[src/rtl/banked_file_ram_pkg.sv]
// Shared definitions for the banked file-register RAM: FSM states and geometry helpers.
// No logic of its own; pure types and constant functions.
// Used by both the top level and the bank/address mapper.
package banked_file_ram_pkg;

    typedef enum logic [1:0] {
        ST_CLEAR = 2'd0,
        ST_IDLE  = 2'd1,
        ST_RMW   = 2'd2
    } ram_state_t;

    // Total word count across all banks.
    function automatic int calc_depth(input int bank_bits, input int local_width);
        return 1 << (bank_bits + local_width);
    endfunction

    // First local address of the common region shared by every bank.
    function automatic int common_base(input int local_width, input int common_size);
        return (1 << local_width) - common_size;
    endfunction

endpackage

[src/rtl/file_ram_addr_map.sv]
// Maps {bank, local addr} to a physical word index, folding the common region onto bank 0.
// Latency: purely combinational.
// Backpressure: none; the mapping is stateless.
module file_ram_addr_map
    import banked_file_ram_pkg::*;
#(
    parameter int BANK_BITS   = 2,
    parameter int LOCAL_WIDTH = 7,
    parameter int COMMON_SIZE = 16
) (
    input  logic [BANK_BITS-1:0]             bank,
    input  logic [LOCAL_WIDTH-1:0]           addr,
    output logic [BANK_BITS+LOCAL_WIDTH-1:0] phys
);

    localparam int BASE = common_base(LOCAL_WIDTH, COMMON_SIZE);

    logic in_common;

    // Top-of-bank locations ignore the bank bits so every bank shares bank 0's copy.
    always_comb begin
        in_common = (COMMON_SIZE > 0) && (int'(addr) >= BASE);
        phys      = in_common ? {{BANK_BITS{1'b0}}, addr} : {bank, addr};
    end

endmodule

[src/rtl/banked_file_ram.sv]
// Banked file-register RAM with common-region aliasing, post-reset zero fill and read-valid flag.
// Latency: reads return one cycle after rd_en; masked (partial) writes take two cycles.
// Backpressure: busy high means rd_en/wr_en are dropped, not queued. Optional macro BANKED_FILE_RAM_BITMASK_EN adds wr_mask.
module banked_file_ram
    import banked_file_ram_pkg::*;
#(
    parameter int BANK_BITS      = 2,
    parameter int LOCAL_WIDTH    = 7,
    parameter int DATA_WIDTH     = 8,
    parameter int COMMON_SIZE    = 16,
    parameter int CLEAR_ON_RESET = 1
) (
    input  logic                   clk,
    input  logic                   rst_n,
    input  logic [BANK_BITS-1:0]   bank,
    input  logic [LOCAL_WIDTH-1:0] addr,
    input  logic                   rd_en,
    input  logic                   wr_en,
    input  logic [DATA_WIDTH-1:0]  data_in,
`ifdef BANKED_FILE_RAM_BITMASK_EN
    input  logic [DATA_WIDTH-1:0]  wr_mask,
`endif
    output logic [DATA_WIDTH-1:0]  data_out,
    output logic                   rd_valid,
    output logic                   busy
);

    localparam int AW    = BANK_BITS + LOCAL_WIDTH;
    localparam int DEPTH = calc_depth(BANK_BITS, LOCAL_WIDTH);

    // One extra bit so the terminal compare can never wrap.
    typedef logic [AW:0] cnt_t;
    localparam cnt_t CLR_LAST = cnt_t'(DEPTH - 1);

    logic [DATA_WIDTH-1:0] mem [DEPTH];

    ram_state_t            state;
    cnt_t                  clr_cnt;
    logic [AW-1:0]         phys;
    logic                  mem_we;
    logic [AW-1:0]         mem_waddr;
    logic [DATA_WIDTH-1:0] mem_wdata;

`ifdef BANKED_FILE_RAM_BITMASK_EN
    logic [AW-1:0]         rmw_phys;
    logic [DATA_WIDTH-1:0] rmw_dat;
    logic [DATA_WIDTH-1:0] rmw_mask;
    logic [DATA_WIDTH-1:0] rmw_old;
    logic                  mask_full;
    logic                  mask_part;

    assign mask_full = (wr_mask == {DATA_WIDTH{1'b1}});
    assign mask_part = (wr_mask != {DATA_WIDTH{1'b0}}) && !mask_full;
`endif

    file_ram_addr_map #(
        .BANK_BITS   (BANK_BITS),
        .LOCAL_WIDTH (LOCAL_WIDTH),
        .COMMON_SIZE (COMMON_SIZE)
    ) u_addr_map (
        .bank (bank),
        .addr (addr),
        .phys (phys)
    );

    // Select the single write port source: clear sweep, direct write, or RMW merge.
    always_comb begin
        mem_we    = 1'b0;
        mem_waddr = phys;
        mem_wdata = data_in;
        case (state)
            ST_CLEAR: begin
                mem_we    = 1'b1;
                mem_waddr = clr_cnt[AW-1:0];
                mem_wdata = '0;
            end
            ST_IDLE: begin
`ifdef BANKED_FILE_RAM_BITMASK_EN
                mem_we = wr_en && mask_full;
`else
                mem_we = wr_en;
`endif
            end
`ifdef BANKED_FILE_RAM_BITMASK_EN
            ST_RMW: begin
                mem_we    = 1'b1;
                mem_waddr = rmw_phys;
                mem_wdata = (rmw_old & ~rmw_mask) | (rmw_dat & rmw_mask);
            end
`endif
            default: begin
                mem_we = 1'b0;
            end
        endcase
        // Nothing may land in the array while reset is held.
        if (!rst_n) begin
            mem_we = 1'b0;
        end
    end

    // Array write port; the storage itself is never reset.
    always_ff @(posedge clk) begin
        if (mem_we) begin
            mem[mem_waddr] <= mem_wdata;
        end
    end

    // Control FSM: clear sweep, read capture (old data on same-cycle write), RMW sequencing.
    always_ff @(posedge clk or negedge rst_n) begin
        if (!rst_n) begin
            state    <= (CLEAR_ON_RESET != 0) ? ST_CLEAR : ST_IDLE;
            busy     <= (CLEAR_ON_RESET != 0);
            data_out <= '0;
            rd_valid <= 1'b0;
            clr_cnt  <= '0;
`ifdef BANKED_FILE_RAM_BITMASK_EN
            rmw_phys <= '0;
            rmw_dat  <= '0;
            rmw_mask <= '0;
            rmw_old  <= '0;
`endif
        end else begin
            rd_valid <= 1'b0;
            case (state)
                ST_CLEAR: begin
                    clr_cnt <= clr_cnt + cnt_t'(1);
                    if (clr_cnt == CLR_LAST) begin
                        state <= ST_IDLE;
                        busy  <= 1'b0;
                    end
                end
                ST_IDLE: begin
                    if (rd_en) begin
                        data_out <= mem[phys];
                        rd_valid <= 1'b1;
                    end
`ifdef BANKED_FILE_RAM_BITMASK_EN
                    if (wr_en && mask_part) begin
                        rmw_phys <= phys;
                        rmw_dat  <= data_in;
                        rmw_mask <= wr_mask;
                        rmw_old  <= mem[phys];
                        state    <= ST_RMW;
                        busy     <= 1'b1;
                    end
`endif
                end
`ifdef BANKED_FILE_RAM_BITMASK_EN
                ST_RMW: begin
                    state <= ST_IDLE;
                    busy  <= 1'b0;
                end
`endif
                default: begin
                    state <= ST_IDLE;
                    busy  <= 1'b0;
                end
            endcase
        end
    end

endmodule
[config.mk]
export PLATFORM = sky130hd
export DESIGN_NAME = banked_file_ram
export DESIGN_NICKNAME = d
export VERILOG_FILES = /design/src/rtl/banked_file_ram_pkg.sv /design/src/rtl/file_ram_addr_map.sv /design/src/rtl/banked_file_ram.sv
export SDC_FILE = /design/constraint.sdc
export NUM_CORES = 2
export LEC_CHECK = 0
export CAP_MARGIN = 20
export CORE_MARGIN = 8
export CORE_UTILIZATION = 50
export DETAILED_ROUTE_END_ITERATION = 16
export PLACE_DENSITY = 0.71
export SYNTH_ARGS = -nofsm -noshare
export SYNTH_HDL_FRONTEND = slang
export SYNTH_SLANG_ARGS = --single-unit
[constraint.sdc]
create_clock -name clk -period 23.5 [get_ports clk]
set_clock_uncertainty 0.2 [all_clocks]
set_input_delay 4.7 -clock clk [delete_from_list [all_inputs] [get_ports clk]]
set_output_delay 4.7 -clock clk [all_outputs]
set_load 0.01 [all_outputs]
# [Yosys cells after proc, flatten, opt, wreduce, memory -nomap -nowiden]
# Memory sizes are Yosys's and may differ from the RTL's. A register that Yosys moved wholly into a read port is not among the register bits.
# Cells that the tools add are included.
[totals] in_bits=21 n_memories=1 ram_bits=4096 ff_bits=14 word_cells=28 out_inout_bits=10
[classes] addsub=1 eq_ne=3 n_lt_le_gt_ge=1 bitwise=1 n_mux=13 n_reduce_logical=4
[memory_table] memory="mem" words=512 width=8 rd=1 rd_ports_with_merged_regs=1 write_ports=1 line_no="banked_file_ram.sv:35" rtl="logic [DATA_WIDTH-1:0] mem [DEPTH];"
[op_table] op="9-bit two-way mux" n=2
[op_table] op="10-bit by 1-bit adder with 10-bit output, second input constant" n=1
[op_table] op="10-bit by 9-bit == test with 1-bit output, second input constant" n=1
[op_table] op="8-bit two-way mux" n=1
[op_table] op="7-bit >= comparator, second input constant" n=1
[op_table] op="1-bit two-way mux" n=6
[op_table] op="1-bit one-hot mux with 2 select lines" n=2
[op_table] op="2-bit one-hot mux with 2 select lines" n=1
[op_table] op="2-bit AND reduction" n=2
[op_table] op="2-bit by 1-bit == test with 1-bit output, second input constant" n=1
[op_table] op="2-bit zero test" n=1
[op_table] op="2-bit two-way mux" n=1
[op_table] op="2-bit != test, second input constant" n=1
[op_table] op="1-bit zero test" n=1
[op_table] op="1-bit inverter" n=1

# [Logic depth before layout (Yosys ltp)]
[logic_depth] ltp_word=5 depth_mapped=13 mapped_depth_nobuf=7

# [Cells and area by module]
# From an unflattened synthesis, not the netlist that was laid out.
[unflattened] cells_unflattened=7394 hier_area_um2=160258.7
[modules_own_cells] module="banked_file_ram" cells_per_inst=7384 area_per_inst_um2=160188.6 instances=1 seq_area_each_um2=123524.7
[modules_own_cells] module="file_ram_addr_map" cells_per_inst=10 area_per_inst_um2=70.1 instances=1 seq_area_each_um2=0.0

# [Worst setup path before layout]
# Ideal clock, no wire load.
[synth_timing] path_type="input to register" from="input data_in[6]" to="memory mem[0][6], data pin" cell_stages=1 t_required_ns=21.846 setup_ns=1.454 slack_ns=11.133 t_arrival_ns=10.713 n_path_buf=0 path_cell_list="and2_1"
[synth_between] elab_chain_len=1
[synth_rtl] item="start: declaration" line_no="banked_file_ram.sv:19" rtl="input logic [DATA_WIDTH-1:0] data_in,"
[synth_rtl] item="8-bit two-way mux" line_no="banked_file_ram.sv:71" rtl="case (state)"
[synth_rtl] item="end: declaration" line_no="banked_file_ram.sv:35"
# Every way passes these cells.

# [Worst setup path in the final report]
[layout_timing] from="input addr[0]" to="register data_out[1] (read register of mem)"
[layout_between] elab_chain_len=2
[layout_rtl] item="start: declaration" line_no="banked_file_ram.sv:16" rtl="input logic [LOCAL_WIDTH-1:0] addr,"
[layout_rtl] item="7-bit >= comparator" line_no="file_ram_addr_map.sv:22" rtl="in_common = (COMMON_SIZE > 0) && (int'(addr) >= BASE);"
[layout_rtl] item="9-bit two-way mux *" line_no="file_ram_addr_map.sv:23" rtl="phys = in_common ? {{BANK_BITS{1'b0}}, addr} : {bank, addr};"
[layout_rtl] item="end: declaration" line_no="banked_file_ram.sv:23" rtl="output logic [DATA_WIDTH-1:0] data_out,"
# Every way passes the cells marked *; elsewhere a longest branch is shown, timed or not.
# A chain may end at the register's enable or synchronous reset.

==> impl_metrics.json <==
{
  "nets": 7200,
  "areaGrowthSynthToFinish_pct": 11.3,
  "drv_slew": 0,
  "cts_sinks": 3861,
  "synth_enable_flop_cells": 3840,
  "multi_input_area_mm2": 0.0318,
  "finalCritPeriodShare_pct": 43.2,
  "netlist_area_mm2": 0.150,
  "synth_area_per_cell_um2": 21.4,
  "die_y_um": 563,
  "gp_congestion": 0.874,
  "cellPowerDensity_mw_per_mm2": 82.8,
  "dpl.hpwl_um": 237000,
  "fp.dieW_um": 563,
  "p_leak_nw": 42.2,
  "start_util_pct": 50.1,
  "synth_cell_types": 71,
  "rsz0062_at_grt": "false",
  "holdBufCountCts": 0,
  "final-hold-violation-count": 0,
  "worstMarginPinSlew_ns": 1.24,
  "synth_seq_cells": 3861,
  "synth_area_leaders": "edfxtp_1 77%, mux4_2 14%, nor2_1 1.4%, mux2i_1 1.0%, nand2_1 0.68%",
  "ctsHtreeMaxLevel": 5,
  "drc": 0,
  "avgViaCountPerCell": 6.63,
  "layout-drive-gt1-share_pct": 23.5,
  "worstHoldPathType": "flip-flop to flip-flop",
  "wl_um": 401000,
  "drt_iter0_markers": 11600,
  "rows": 201,
  "syn_inst": 7007,
  "grt_pass1_vias": 75000,
  "fillers": 21400,
  "port_buffers": 30,
  "min_path_cells": 1,
  "setup-violations-final": 0,
  "antenna_found_initial": 34,
  "synth_top_area_cell": "edfxtp_1",
  "core_mm2": 0.299,
  "post-cts-setup-buffers": 0,
  "clk_pin_slew_worst_paths_ns": 0.06,
  "fp.dieArea_mm2": 0.317,
  "cts_buffers": 380,
  "timing.hold.ws_ns": 0.286,
  "max_slew_margin_pct": 14.9,
  "dr_total_vias": 76000,
  "rrSetupSlack_ns": 18.56,
  "synth_fp_nets": 7029,
  "postCtsResizedCells": 0,
  "yosys.area.top_type_share_pct": 77.0,
  "regArea_mm2": 0.116,
  "clock_latency_ns": 0.93,
  "arrival_ns": 10.70,
  "async_flop_share_pct": 0.544,
  "overflow": 0,
  "grt_pass1_wl_um": 565000,
  "crit_required_ns": 24.06,
  "ys_warn_count": 0,
  "ant_nets": 0,
  "final_core_util_pct": 55.7,
  "setup_tns_ns": 0,
  "cts_root_buffer": "clkbuf_16",
  "cp-end-kind": "flip-flop",
  "clockBufferDepth": 4,
  "vdd_ir_drop_max_mv": 0.0697,
  "drt_pass1_iterations": 9,
  "ys_seq_area_share_pct": 77.3,
  "wire_per_inst_um": 35.0,
  "ios": 31,
  "cts_tree": "built",
  "worst-path-max-fanout": 83,
  "start_kind": "input pin",
  "cap_violations": 0,
  "final_cell_mix": "3840 x edfxtp_1, 964 x mux4_2, 554 x nor2_1",
  "max_freq_ghz": 0.0986,
  "ys.flop_type": "edfxtp_1",
  "reg2reg_depth": 5,
  "outcome": "finished, final reports clean",
  "grt_use_total_pct": 24.8,
  "grt_max_degree": 222,
  "layout_min_cycle_time_ns": 10.14,
  "setup.worst_path.class": "input pin to flip-flop",
  "mostFrequentLayoutCell": "edfxtp_1"
}
-- per-stage QoR --
step	area (µm²)	power (W)	worst slack, ns	std cells
finish	167000	0.0138	13.36	11500
global route	167000	0.0141	13.02	11400
CTS	166000	0.0138	13.30	11400
detailed placement	154000	0.00798	12.39	10700
global placement	154000	0.00797	12.21	10700
floorplan	150000	0.00783	11.13	7007
-- cell families after synthesis --
kind of cell	count (synthesis)	share of synthesized area (%)
AO/OA/AOI/OAI	494	2.29
multiplexers	1145	15.7
adder cells (fa/ha/maj)	1	0.00835
XOR/XNOR	9	0.0526
buffers and inverters	439	1.61
AND/OR/NAND/NOR	1058	2.98
flip-flops	3861	77.3
-- registers in the layout (all words and copies together) (netlist names) --
| register | count |
|---|---|
| state | 1 |
| rd_valid | 1 |
| mem | 3840 |
| busy | 1 |
| data_out | 8 |
| clr_cnt | 10 |
-- per-layer routing --
| metal | up-vias | share of wire [%] | global-route usage, % |
|---|---|---|---|
| met4 | 14 | 5.0 | 10.6 |
| met5 | - | 0.023 | 0 |
| met1 | 39900 | 36 | 33.6 |
| met2 | 5464 | 46 | 38.0 |
| li1 | 29600 | - | - |
| met3 | 1071 | 13 | 7.18 |
-- worst paths after layout --
check,from,to
min in group asynchronous,rst_n,state[0]$_DFFE_PN0P_
setup / recovery,addr[0],data_out[1]$_DFFE_PN0P_
hold reg to reg,busy$_DFFE_PN1P_,busy$_DFFE_PN1P_
hold / removal,busy$_DFFE_PN1P_,busy$_DFFE_PN1P_
max in group asynchronous,rst_n,busy$_DFFE_PN1P_
setup reg to reg,state[0]$_DFFE_PN0P_,mem[61][5]$_DFFE_PP_
-- area by class of cell --
type,instances,area share [%]
antenna,29,0.0435
clock buffer,470,5.96
clock inverter,217,1.27
inverter,7,0.0233
multi-input combinational,2707,19.1
sequential,3861,69.5
tap,3958,2.97
timing repair buffer,221,1.18
-- Yosys cell counts (all sizes together) (20+ instances only) --
library cell and n:
a211oi 30, a21oi 69, a221oi 31, a22oi 71
a31oi 30, and2 32, buf 261, clkbuf 170
dfrtp 20, edfxtp 3840, mux2 29, mux2i 152
mux4 964, nand2 273, nand2b 20, nand3 54
nor2 556, nor2b 20, nor3 33, o21ai 65
o22ai 82
-- worst max-delay path, stage by stage --
cell       delay, ns
buf_16          0.47
buf_12          0.52
buf_4           0.80
buf_4           0.81
buf_4           0.72
mux4_2          0.59
mux2i_1         0.22
o22ai_1         0.14
a2111oi_1       0.84
a22o_1          0.45
o32ai_1         0.15
-- report_power, final --
| part | switching, W | total (W) | leakage (nW) | internal (W) |
|---|---|---|---|---|
| Sequential | 0.000000108 | 0.00745 | 27.1 | 0.00745 |
| Combinational | 0.000267 | 0.000385 | 9.18 | 0.000118 |
| Clock | 0.00256 | 0.00596 | 5.86 | 0.00340 |
| Total | 0.00283 | 0.0138 | 42.2 | 0.0110 |
Power figures use the tool's default switching activity.
